--- src/rtl/br_perf_pkg.sv ---
// rtl/br_perf_pkg.sv - shared types and constants for the branch performance monitor
package br_perf_pkg;

  typedef enum logic [2:0] {
    ST_IDLE   = 3'd0,
    ST_RUN    = 3'd1,
    ST_DRAIN  = 3'd2,
    ST_REPORT = 3'd3,
    ST_DONE   = 3'd4
  } state_t;

  // canonical RISC-V nop (addi x0,x0,0); never counted as a retired instruction
  localparam logic [31:0] NOP_INSN = 32'h0000_0013;

  // jal x0,0 self-loop used by test programs to signal end of execution
  localparam logic [31:0] DEFAULT_HALT_INSN = 32'h0000_006F;

endpackage

--- src/rtl/br_perf_monitor_sat_counter.sv ---
// rtl/br_perf_monitor_sat_counter.sv - saturating event counter with synchronous clear
module sat_counter #(
  parameter int CNT_W = 32
) (
  input  logic             clk,
  input  logic             rst_n,
  input  logic             inc,
  input  logic             clr,
  output logic [CNT_W-1:0] value,
  output logic             saturated
);

  // at all-ones any further increment is dropped; the owner turns inc&saturated into overflow
  assign saturated = &value;

  // count up on inc, stick at all-ones, clear wins over inc
  always_ff @(posedge clk or negedge rst_n) begin
    if (!rst_n) begin
      value <= '0;
    end else if (clr) begin
      value <= '0;
    end else if (inc && !saturated) begin
      value <= value + 1'b1;
    end
  end

endmodule

--- src/rtl/br_perf_monitor.sv ---
// rtl/br_perf_monitor.sv - branch prediction performance monitor with halt detection and report handshake
module br_perf_monitor
  import br_perf_pkg::*;
#(
  parameter int          CNT_W       = 32,
  parameter logic [31:0] HALT_INSN   = DEFAULT_HALT_INSN,
  parameter int          HALT_REPEAT = 4,
  parameter int          DRAIN_CYC   = 3
) (
  input  logic             clk_i,
  input  logic             rst_ni,
  input  logic             enable_i,
  input  logic             clear_i,
  input  logic [31:0]      instr_i,
  input  logic             br_instr_i,
  input  logic             br_misses_i,
  output logic             rpt_valid_o,
  input  logic             rpt_ready_i,
  output logic [CNT_W-1:0] cycle_cnt_o,
  output logic [CNT_W-1:0] instr_cnt_o,
  output logic [CNT_W-1:0] br_cnt_o,
  output logic [CNT_W-1:0] miss_cnt_o,
  output logic             done_o,
  output logic             ovf_o
);

  localparam int RUN_W = $clog2(HALT_REPEAT + 1);
  localparam int DRN_W = (DRAIN_CYC > 1) ? $clog2(DRAIN_CYC) : 1;
  localparam logic [RUN_W-1:0] RUN_LAST = RUN_W'(HALT_REPEAT - 1);
  localparam logic [DRN_W-1:0] DRN_LAST = DRN_W'(DRAIN_CYC - 1);

  state_t           state;
  state_t           state_nxt;
  logic [RUN_W-1:0] run_len;
  logic [DRN_W-1:0] drain_cnt;
  logic             is_halt;
  logic             halt_hit;
  logic             drain_end;
  logic             inc_cycle;
  logic             inc_instr;
  logic             inc_br;
  logic             inc_miss;
  logic [3:0]       inc_vec;
  logic [3:0]       sat_vec;

  assign is_halt   = (instr_i == HALT_INSN);
  // the fetch that completes the halt run ends RUN and is itself not an instruction
  assign halt_hit  = (state == ST_RUN) && is_halt && (run_len == RUN_LAST);
  assign drain_end = (state == ST_DRAIN) && (drain_cnt == DRN_LAST);

  // state register
  always_ff @(posedge clk_i or negedge rst_ni) begin
    if (!rst_ni) begin
      state <= ST_IDLE;
    end else begin
      state <= state_nxt;
    end
  end

  // next state and per-cycle counter enables; clear overrides everything
  always_comb begin
    state_nxt = state;
    inc_cycle = 1'b0;
    inc_instr = 1'b0;
    inc_br    = 1'b0;
    inc_miss  = 1'b0;
    case (state)
      ST_IDLE: begin
        if (enable_i) state_nxt = ST_RUN;
      end
      ST_RUN: begin
        inc_cycle = 1'b1;
        inc_instr = (instr_i != NOP_INSN) && (instr_i != 32'h0) && !halt_hit;
        inc_br    = br_instr_i;
        inc_miss  = br_instr_i && br_misses_i;
        if (halt_hit) state_nxt = ST_DRAIN;
      end
      ST_DRAIN: begin
        inc_br   = br_instr_i;
        inc_miss = br_instr_i && br_misses_i;
        if (drain_end) state_nxt = ST_REPORT;
      end
      ST_REPORT: begin
        if (rpt_ready_i) state_nxt = ST_DONE;
      end
      ST_DONE: begin
        state_nxt = ST_DONE;
      end
      default: begin
        state_nxt = ST_IDLE;
      end
    endcase
    if (clear_i) begin
      state_nxt = ST_IDLE;
      inc_cycle = 1'b0;
      inc_instr = 1'b0;
      inc_br    = 1'b0;
      inc_miss  = 1'b0;
    end
  end

  // consecutive HALT_INSN fetch run length, only tracked while running
  always_ff @(posedge clk_i or negedge rst_ni) begin
    if (!rst_ni) begin
      run_len <= '0;
    end else if (clear_i || (state != ST_RUN) || halt_hit || !is_halt) begin
      run_len <= '0;
    end else begin
      run_len <= run_len + 1'b1;
    end
  end

  // drain window timer, lets branches already in flight at halt still be counted
  always_ff @(posedge clk_i or negedge rst_ni) begin
    if (!rst_ni) begin
      drain_cnt <= '0;
    end else if (clear_i || (state != ST_DRAIN) || drain_end) begin
      drain_cnt <= '0;
    end else begin
      drain_cnt <= drain_cnt + 1'b1;
    end
  end

  assign inc_vec = {inc_miss, inc_br, inc_instr, inc_cycle};

  // sticky overflow: set whenever an increment is lost to saturation
  always_ff @(posedge clk_i or negedge rst_ni) begin
    if (!rst_ni) begin
      ovf_o <= 1'b0;
    end else if (clear_i) begin
      ovf_o <= 1'b0;
    end else if (|(inc_vec & sat_vec)) begin
      ovf_o <= 1'b1;
    end
  end

  sat_counter #(.CNT_W(CNT_W)) u_cycle_cnt (
    .clk       (clk_i),
    .rst_n     (rst_ni),
    .inc       (inc_cycle),
    .clr       (clear_i),
    .value     (cycle_cnt_o),
    .saturated (sat_vec[0])
  );

  sat_counter #(.CNT_W(CNT_W)) u_instr_cnt (
    .clk       (clk_i),
    .rst_n     (rst_ni),
    .inc       (inc_instr),
    .clr       (clear_i),
    .value     (instr_cnt_o),
    .saturated (sat_vec[1])
  );

  sat_counter #(.CNT_W(CNT_W)) u_br_cnt (
    .clk       (clk_i),
    .rst_n     (rst_ni),
    .inc       (inc_br),
    .clr       (clear_i),
    .value     (br_cnt_o),
    .saturated (sat_vec[2])
  );

  sat_counter #(.CNT_W(CNT_W)) u_miss_cnt (
    .clk       (clk_i),
    .rst_n     (rst_ni),
    .inc       (inc_miss),
    .clr       (clear_i),
    .value     (miss_cnt_o),
    .saturated (sat_vec[3])
  );

  assign rpt_valid_o = (state == ST_REPORT);
  assign done_o      = (state == ST_DONE);

endmodule

--- config.mk ---
export PLATFORM = sky130hd
export DESIGN_NAME = br_perf_monitor
export DESIGN_NICKNAME = d
export VERILOG_FILES = /design/src/rtl/br_perf_pkg.sv /design/src/rtl/br_perf_monitor_sat_counter.sv /design/src/rtl/br_perf_monitor.sv
export SDC_FILE = /design/constraint.sdc
export NUM_CORES = 1
export LEC_CHECK = 0
export CAP_MARGIN = 30
export CORE_ASPECT_RATIO = 0.5
export CORE_UTILIZATION = 47
export CTS_CLUSTER_SIZE = 20
export DETAILED_ROUTE_END_ITERATION = 6
export MAX_ROUTING_LAYER = met4
export PLACE_DENSITY = 0.77
export SYNTH_ARGS = -nofsm -noshare
export SYNTH_HDL_FRONTEND = slang
export SYNTH_HIERARCHICAL = 1
export SYNTH_SLANG_ARGS = --single-unit
--- constraint.sdc ---
create_clock -name clk_i -period 2.7 [get_ports clk_i]
set_input_delay 0.54 -clock clk_i [delete_from_list [all_inputs] [get_ports clk_i]]
set_output_delay 0.54 -clock clk_i [all_outputs]
set_load 0.01 [all_outputs]
==> Word-level counts from Yosys, hierarchy flattened <==
Cells that the tools add are included.
{ "word_totals": {"regBits": 137, "word_cells": 90, "inputBits": 39, "out_inout_bits": 131} }
{ "classes": {"n_reduce_logical": 35, "eq_ne": 14, "addsub": 6, "muxes": 26, "bitwise": 1} }
{ "ops": {"columns": ["op", "n"], "rows": [
  ["32-bit two-way mux", 8],
  ["32-bit by 1-bit adder with 32-bit output, second input constant", 4],
  ["32-bit AND reduction", 4],
  ["32-bit by 7-bit equality test with 1-bit output, second input constant", 1],
  ["32-bit by 5-bit != test with 1-bit output, second input constant", 1],
  ["32-bit nonzero test", 1],
  ["3-bit two-way mux", 6],
  ["3-bit one-hot mux with 5 select lines", 1],
  ["1-bit logical AND", 10],
  ["1-bit two-way mux", 10],
  ["2-bit nonzero test", 5],
  ["3-bit by 2-bit equality test with 1-bit output, second input constant", 3],
  ["3-bit != test, second input constant", 3],
  ["1-bit logical NOT", 6],
  ["3-bit by 2-bit != test with 1-bit output, second input constant", 2],
  ["1-bit logical OR", 5],
  ["4-bit AND", 1],
  ["4-bit AND reduction", 1],
  ["4-bit OR reduction", 1],
  ["3-bit by 1-bit adder with 3-bit output, second input constant", 1],
  ["3-bit by 1-bit equality test with 1-bit output, second input constant", 1],
  ["3-bit equality test, second input constant", 1],
  ["3-bit logical NOT", 1],
  ["3-bit by 1-bit != test with 1-bit output, second input constant", 1],
  ["4 further kinds", 4]
]} }

==> Longest topological paths before layout <==
Gate-level depths: netlist (run 1).
{ "depth": {"ltp_word": 11, "ltp_mapped": 11, "depth_no_buf": 10} }

==> By module <==
Netlist (run 1), hierarchy kept.
{ "by_module_without_submodules": {"columns": ["module", "seq_area_each_um2", "area_per_inst_um2", "cells_per_inst", "n_inst"], "rows": [
  ["sat_counter (u_br_cnt ...)", 800.8, 1898.1, 207, 3],
  ["sat_counter (u_cycle_cnt)", 800.8, 1814.2, 190, 1],
  ["br_perf_monitor", 225.2, 633.1, 67, 1]
]} }

==> Least setup slack after synthesis (run 1) <==
OpenSTA, ideal clock, no wires.
{ "synth_timing": {"kind": "input -> register", "startpoint": "input clear_i", "endpoint": "register u_miss_cnt.value[23]", "t_arrival_ns": 2.766, "setup_time_ns": 0.127, "setup_slack_ns": -0.193, "stages": 8, "required_time_ns": 2.573, "cell_sequence": "nor2_1 > and3_1 > and2_1 > nand3_1 > or4_4 > a211oi_2 > and4_1 > mux2_1"} }
{ "synth_via": {"elab_chain_cells": 3, "word_cells_on_any_way": 4} }
{ "synth_rtl": {"columns": ["element", "line_no", "rtl"], "rows": [
  ["start, declared", "br_perf_monitor.sv:13", "input logic clear_i,"],
  ["1-bit two-way mux", "br_perf_monitor.sv:93", "if (clear_i) begin"],
  ["via inc_miss", "br_perf_monitor.sv:42", "logic inc_miss;"],
  ["1-bit logical AND", "br_perf_monitor_sat_counter.sv:22", "end else if (inc && !saturated) begin"],
  ["2-bit nonzero test (no source line)", null, null],
  ["end signal, assigned", "br_perf_monitor_sat_counter.sv:23", "value <= value + 1'b1;"],
  ["end, declared", "br_perf_monitor_sat_counter.sv:9", "output logic [CNT_W-1:0] value,"]
]} }
The timed path passes the listed nets, and every way through them passes these cells.
A chain may end at the register's enable or synchronous reset.

==> Worst setup path after layout (run 1) <==
{ "layout_timing": {"startpoint": "input instr_i[2]", "endpoint": "register u_instr_cnt.value[26]"} }
{ "layout_via": {"elab_chain_cells": 9, "word_cells_on_any_way": 12} }
{ "layout_rtl": {"columns": ["element", "line_no", "rtl"], "rows": [
  ["start, declared", "br_perf_monitor.sv:14", "input logic [31:0] instr_i,"],
  ["32-bit by 7-bit equality test with 1-bit output", "br_perf_monitor.sv:46", "assign is_halt = (instr_i == HALT_INSN);"],
  ["1-bit logical AND (2 in series)", "br_perf_monitor.sv:48", "assign halt_hit = (state == ST_RUN) && is_halt && (run_len == RUN_LAST);"],
  ["1-bit logical NOT", "br_perf_monitor.sv:73", "inc_instr = (instr_i != NOP_INSN) && (instr_i != 32'h0) && !halt_hit;"],
  ["1-bit logical AND (*)", "br_perf_monitor.sv:73", null],
  ["1-bit two-way mux (*)", "br_perf_monitor.sv:67", "case (state)"],
  ["1-bit two-way mux (*)", "br_perf_monitor.sv:93", null],
  ["via inc_instr", "br_perf_monitor.sv:40", "logic inc_instr;"],
  ["1-bit logical AND (*)", "br_perf_monitor_sat_counter.sv:22", null],
  ["2-bit nonzero test (no source line) (*)", null, null],
  ["end signal, assigned", "br_perf_monitor_sat_counter.sv:23", null],
  ["end, declared", "br_perf_monitor_sat_counter.sv:9", null]
]} }
Mark *: on every way through the listed nets, which the timed path passes. The rest lies on a longest branch.

==> metrics.md, run 1 <==
| Metric | Value |
|---|---|
| Period Utilization, post-route | 98.2% |
| Worst setup path startpoint | instr_i[2] |
| Required time of the worst setup path | 3.04 ns |
| H-Tree Depth | 4 |
| 1st-iter DRT viols | 552 |
| Clock sink count | 137 |
| Gate Count Post-Synth | 878 |
| GRT Util Overall | 27.9% |
| CTS Buffer Depth | 2 |
| Hold Buf Count CTS | 0 |
| Worst Setup EP | u_instr_cnt/value[26] |
| Final wirelength | 23.3 mm |
| Psw | 1.09 mW |
| Vias in the first global route | 7749 |
| Initial antenna violation count | 0 |
| Slew margin rel. | 57.5% |
| Clk pin slew, worst setup/hold paths | 0.06 ns |
| Logic pwr share | 4.7% |
| Die W | 188 um |
| Row count | 33 |
| Worst Setup End Kind | register |
| Residual DRC | 0 |
| Clock root cell | clkbuf_16 |
| P_int | 3.68 mW |
| Placed Instance Area | 0.0105 mm2 |
| Final nets | 1142 |
| IO Count | 170 |
| Max-slew violation count | 0 |
| Sequential share of power | 43.3% |
| Pwr dens | 428 mW/mm2 |
| Min cycle time layout | 2.65 ns |
| Sequential area share after synthesis | 42.1% |
| Syn_area_per_cell | 9.27 um2 |
| Filler Cells Inserted | 1355 |
| Synth async-reset ratio | 100% |
| ANT nets after route | 0 |
| First-pass GRT wire length | 39.2 mm |
| Top cells by area, synth | dfrtp_1 42%, nor2_1 4.1%, a21oi_1 4.0% |
| # port buffers | 169 |
| VDD IR max | 0.000444 V |
| Syn_nets | 924 |
| Final Hold Fails | 0 |
| Core area | 0.0166 mm2 |
| Die ar. | 0.0179 mm2 |
| Synth Flop Type | dfrtp_1 |
| Area grow syn2layout | 36.8% |
| Hold WC Path Type | input port to asynchronous set/reset pin |
| Chip height | 95.1 um |
| Clk Latency, worst-skew pair | 0.42 ns |
| Vias | 8057 |
| Min Hold Slack | 0.0297 ns |
| CTS tree | built |
| Multi-input logic area | 0.00455 mm2 |
| RR Startpoint | run_len[0] |
| CP Max Fanout | 10 |
| WS Path Type | input port to register |
| Pre-antenna DRT Iters | 5 |
| Unrepaired setup endpoints after global routing | yes |
| R2R cell count | 11 |
| Routability cong. | 0.920 |
| Arrival time worst endpoint | 3.00 ns |
| Post-route insts no fill | 1336 |
| Via density | 6.03 |
| Lkg Pwr | 4.23 nW |
| FF/Latch Area | 0.00343 mm2 |
| Highest clock rate | 377 MHz |
| Placed Cells | 1301 |
| Worst-margin pin slew | 0.631 ns |
| Post-synth cell types | 60 |
| R2R Path End | u_instr_cnt/value[26] |
| Clock power share | 52.0% |
| Fraction of layout cells with a size suffix above 1 | 14.2% |
| Final Power | 4.77 mW |
| Number of synthesized flops with an enable pin | 0 |
| Setup TNS | 0 ns |
| Initial Util | 48.9% |
| Synth warn | 6 |
| Final setup viols | 0 |
| Number of synthesized register bits | 137 |
| Max Cap Viol | 0 |
| Largest net degree at the start of global routing | 61 |
| Antenna cells | 0 |
| Cell Area, Synth | 0.00814 mm2 |
| Routed WL per cell | 17.5 um |
| R2R Setup Slk | 0.06 ns |
| Synth top area share | 42.1% |
| Final Skew | 0.0104 ns |
| DP Wirelength | 16.4 mm |
| Gr ovfl total | 0 |
| Fin area | 0.0111 mm2 |
| Outcome | completed |
| Startpoint Class | input port |
| Sw frac | 22.8% |
| CTS Buf Count | 17 |
| Synth area leader | dfrtp_1 |
-- power groups by stage --
| stage | clock network (mW) | logic [mW] | registers, mW |
|---|---|---|---|
| after global placement | 0 | 0.222 | 2.10 |
| final | 2.48 | 0.226 | 2.07 |
| after detailed placement | 0 | 0.227 | 2.10 |
| after floorplan | 0 | 0.0760 | 2.10 |
| after global routing | 2.61 | 0.251 | 2.07 |
| after CTS | 2.51 | 0.230 | 2.07 |
-- kinds of logic (layout without fill, tap and decap cells) --
group	count (synthesis)	after routing	share of synthesized area [%]
buffers and inverters	50	281	2.86
flip-flops	137	137	42.1
AO/OA/AOI/OAI	187	187	15.4
adder cells (fa/ha/maj)	7	7	1.08
XOR/XNOR	44	44	4.73
AND/OR/NAND/NOR	438	438	31.8
multiplexers	15	15	2.01
-- final cells by class --
| class | count | share of cell area [%] |
|---|---|---|
| Sequential cell | 137 | 30.8 |
| Clock inverter | 10 | 1.27 |
| Tap cell | 227 | 2.55 |
| Clock buffer | 22 | 4.26 |
| Timing Repair Buffer | 233 | 19.8 |
| Inverter | 16 | 0.539 |
| Multi-Input combinational cell | 691 | 40.8 |
-- through the flow --
step	util (%)	worst slack [ns]
3_3_place_gp	62.8	-0.430
3_5_place_dp	62.8	-0.554
2_1_floorplan	-	0.00585
6_report	66.9	0.0479
5_1_grt	66.9	-0.0197
4_1_cts	66.6	0.0170
-- timing repair --
action,in CTS,in global routing
buffers inserted,1,2
pin swaps,3,8
gates resized for setup,4,8
setup endpoints to repair,7,11
-- worst max-delay path: stages --
cell and delay [ns]:
clkdlybuf4s50_1 0.42, and4_1 0.19, nand4_1 0.10, a211oi_2 0.08, nor2_2 0.16, nand2_1 0.08
or3_1 0.35, a311o_1 0.36, buf_4 0.18, or3_1 0.37, a21oi_2 0.15
-- synthesized netlist by cell type, types with 8 or more instances --
library cell,instances
or3_1,44
inv_1,15
a31oi_1,10
clkbuf_1,20
nand3_1,51
nor3_1,17
or4_1,33
and3_1,19
nor2_1,89
nand4_1,35
nor2b_1,13
and4_1,14
a211oi_1,13
xor2_1,20
nor4_1,23
dfrtp_1,137
a21oi_1,65
xnor2_1,24
o21ai_0,28
o31ai_1,28
or4_4,8
nand2_1,58
-- cells in the final DEF (no fill, tap or decap), types with 17 or more instances in the layout --
master / netlist / final
dfrtp_1: 137 / 137
nand4_1: 35 / 35
nor3_1: 17 / 17
xnor2_1: 24 / 24
a21oi_1: 65 / 63
nand3_1: 51 / 50
nor2_1: 89 / 88
clkdlybuf4s50_1: 0 / 163
xor2_1: 20 / 20
nor4_1: 23 / 23
or3_1: 44 / 44
clkbuf_16: 0 / 17
buf_4: 1 / 63
nand2_1: 58 / 58
o21ai_0: 28 / 27
and3_1: 19 / 18
o31ai_1: 28 / 28
or4_1: 33 / 33
-- worst min-delay path by stage --
| stage | from | end | slack (ns) |
|---|---|---|---|
| after floorplan | rst_ni | drain_cnt[0] | 0.24 |
| after global placement | drain_cnt[0] | drain_cnt[0] | 0.41 |
| after detailed placement | drain_cnt[0] | drain_cnt[0] | 0.42 |
| after CTS | rst_ni | u_instr_cnt/value[4] | 0.03 |
| after global routing | rst_ni | u_instr_cnt/value[4] | 0.04 |
| final | rst_ni | u_instr_cnt/value[0] | 0.03 |
-- layer usage --
| metal | track usage [%] | share of wire, % | up-vias |
|---|---|---|---|
| li1 | - | - | 3789 |
| met1 | 35.6 | 45 | 3972 |
| met2 | 45.6 | 49 | 266 |
| met3 | 5.41 | 5.2 | 30 |
| met4 | 8.27 | 1.4 | 0 |
| met5 | - | 0 | - |
-- sequential cells by signal (all words and copies together) (netlist names) --
| register | cells |
|---|---|
| state | 3 |
| u_miss_cnt/value | 32 |
| u_br_cnt/value | 32 |
| drain_cnt | 2 |
| u_cycle_cnt/value | 32 |
| ovf_o | 1 |
| u_instr_cnt/value | 32 |
| run_len | 3 |
No activity file was read; power rests on OpenSTA's default activity.
==> run 2: changes to the inputs <==
--- a/config.mk
+++ b/config.mk
@@ -5,7 +5,6 @@
 export SDC_FILE = /design/constraint.sdc
 export NUM_CORES = 1
 export LEC_CHECK = 0
-export CAP_MARGIN = 30
 export CORE_ASPECT_RATIO = 0.5
 export CORE_UTILIZATION = 47
 export CTS_CLUSTER_SIZE = 20
==> results of run 2 <==
Same layout as run 1: the final DEF is identical, and so are final timing and power.
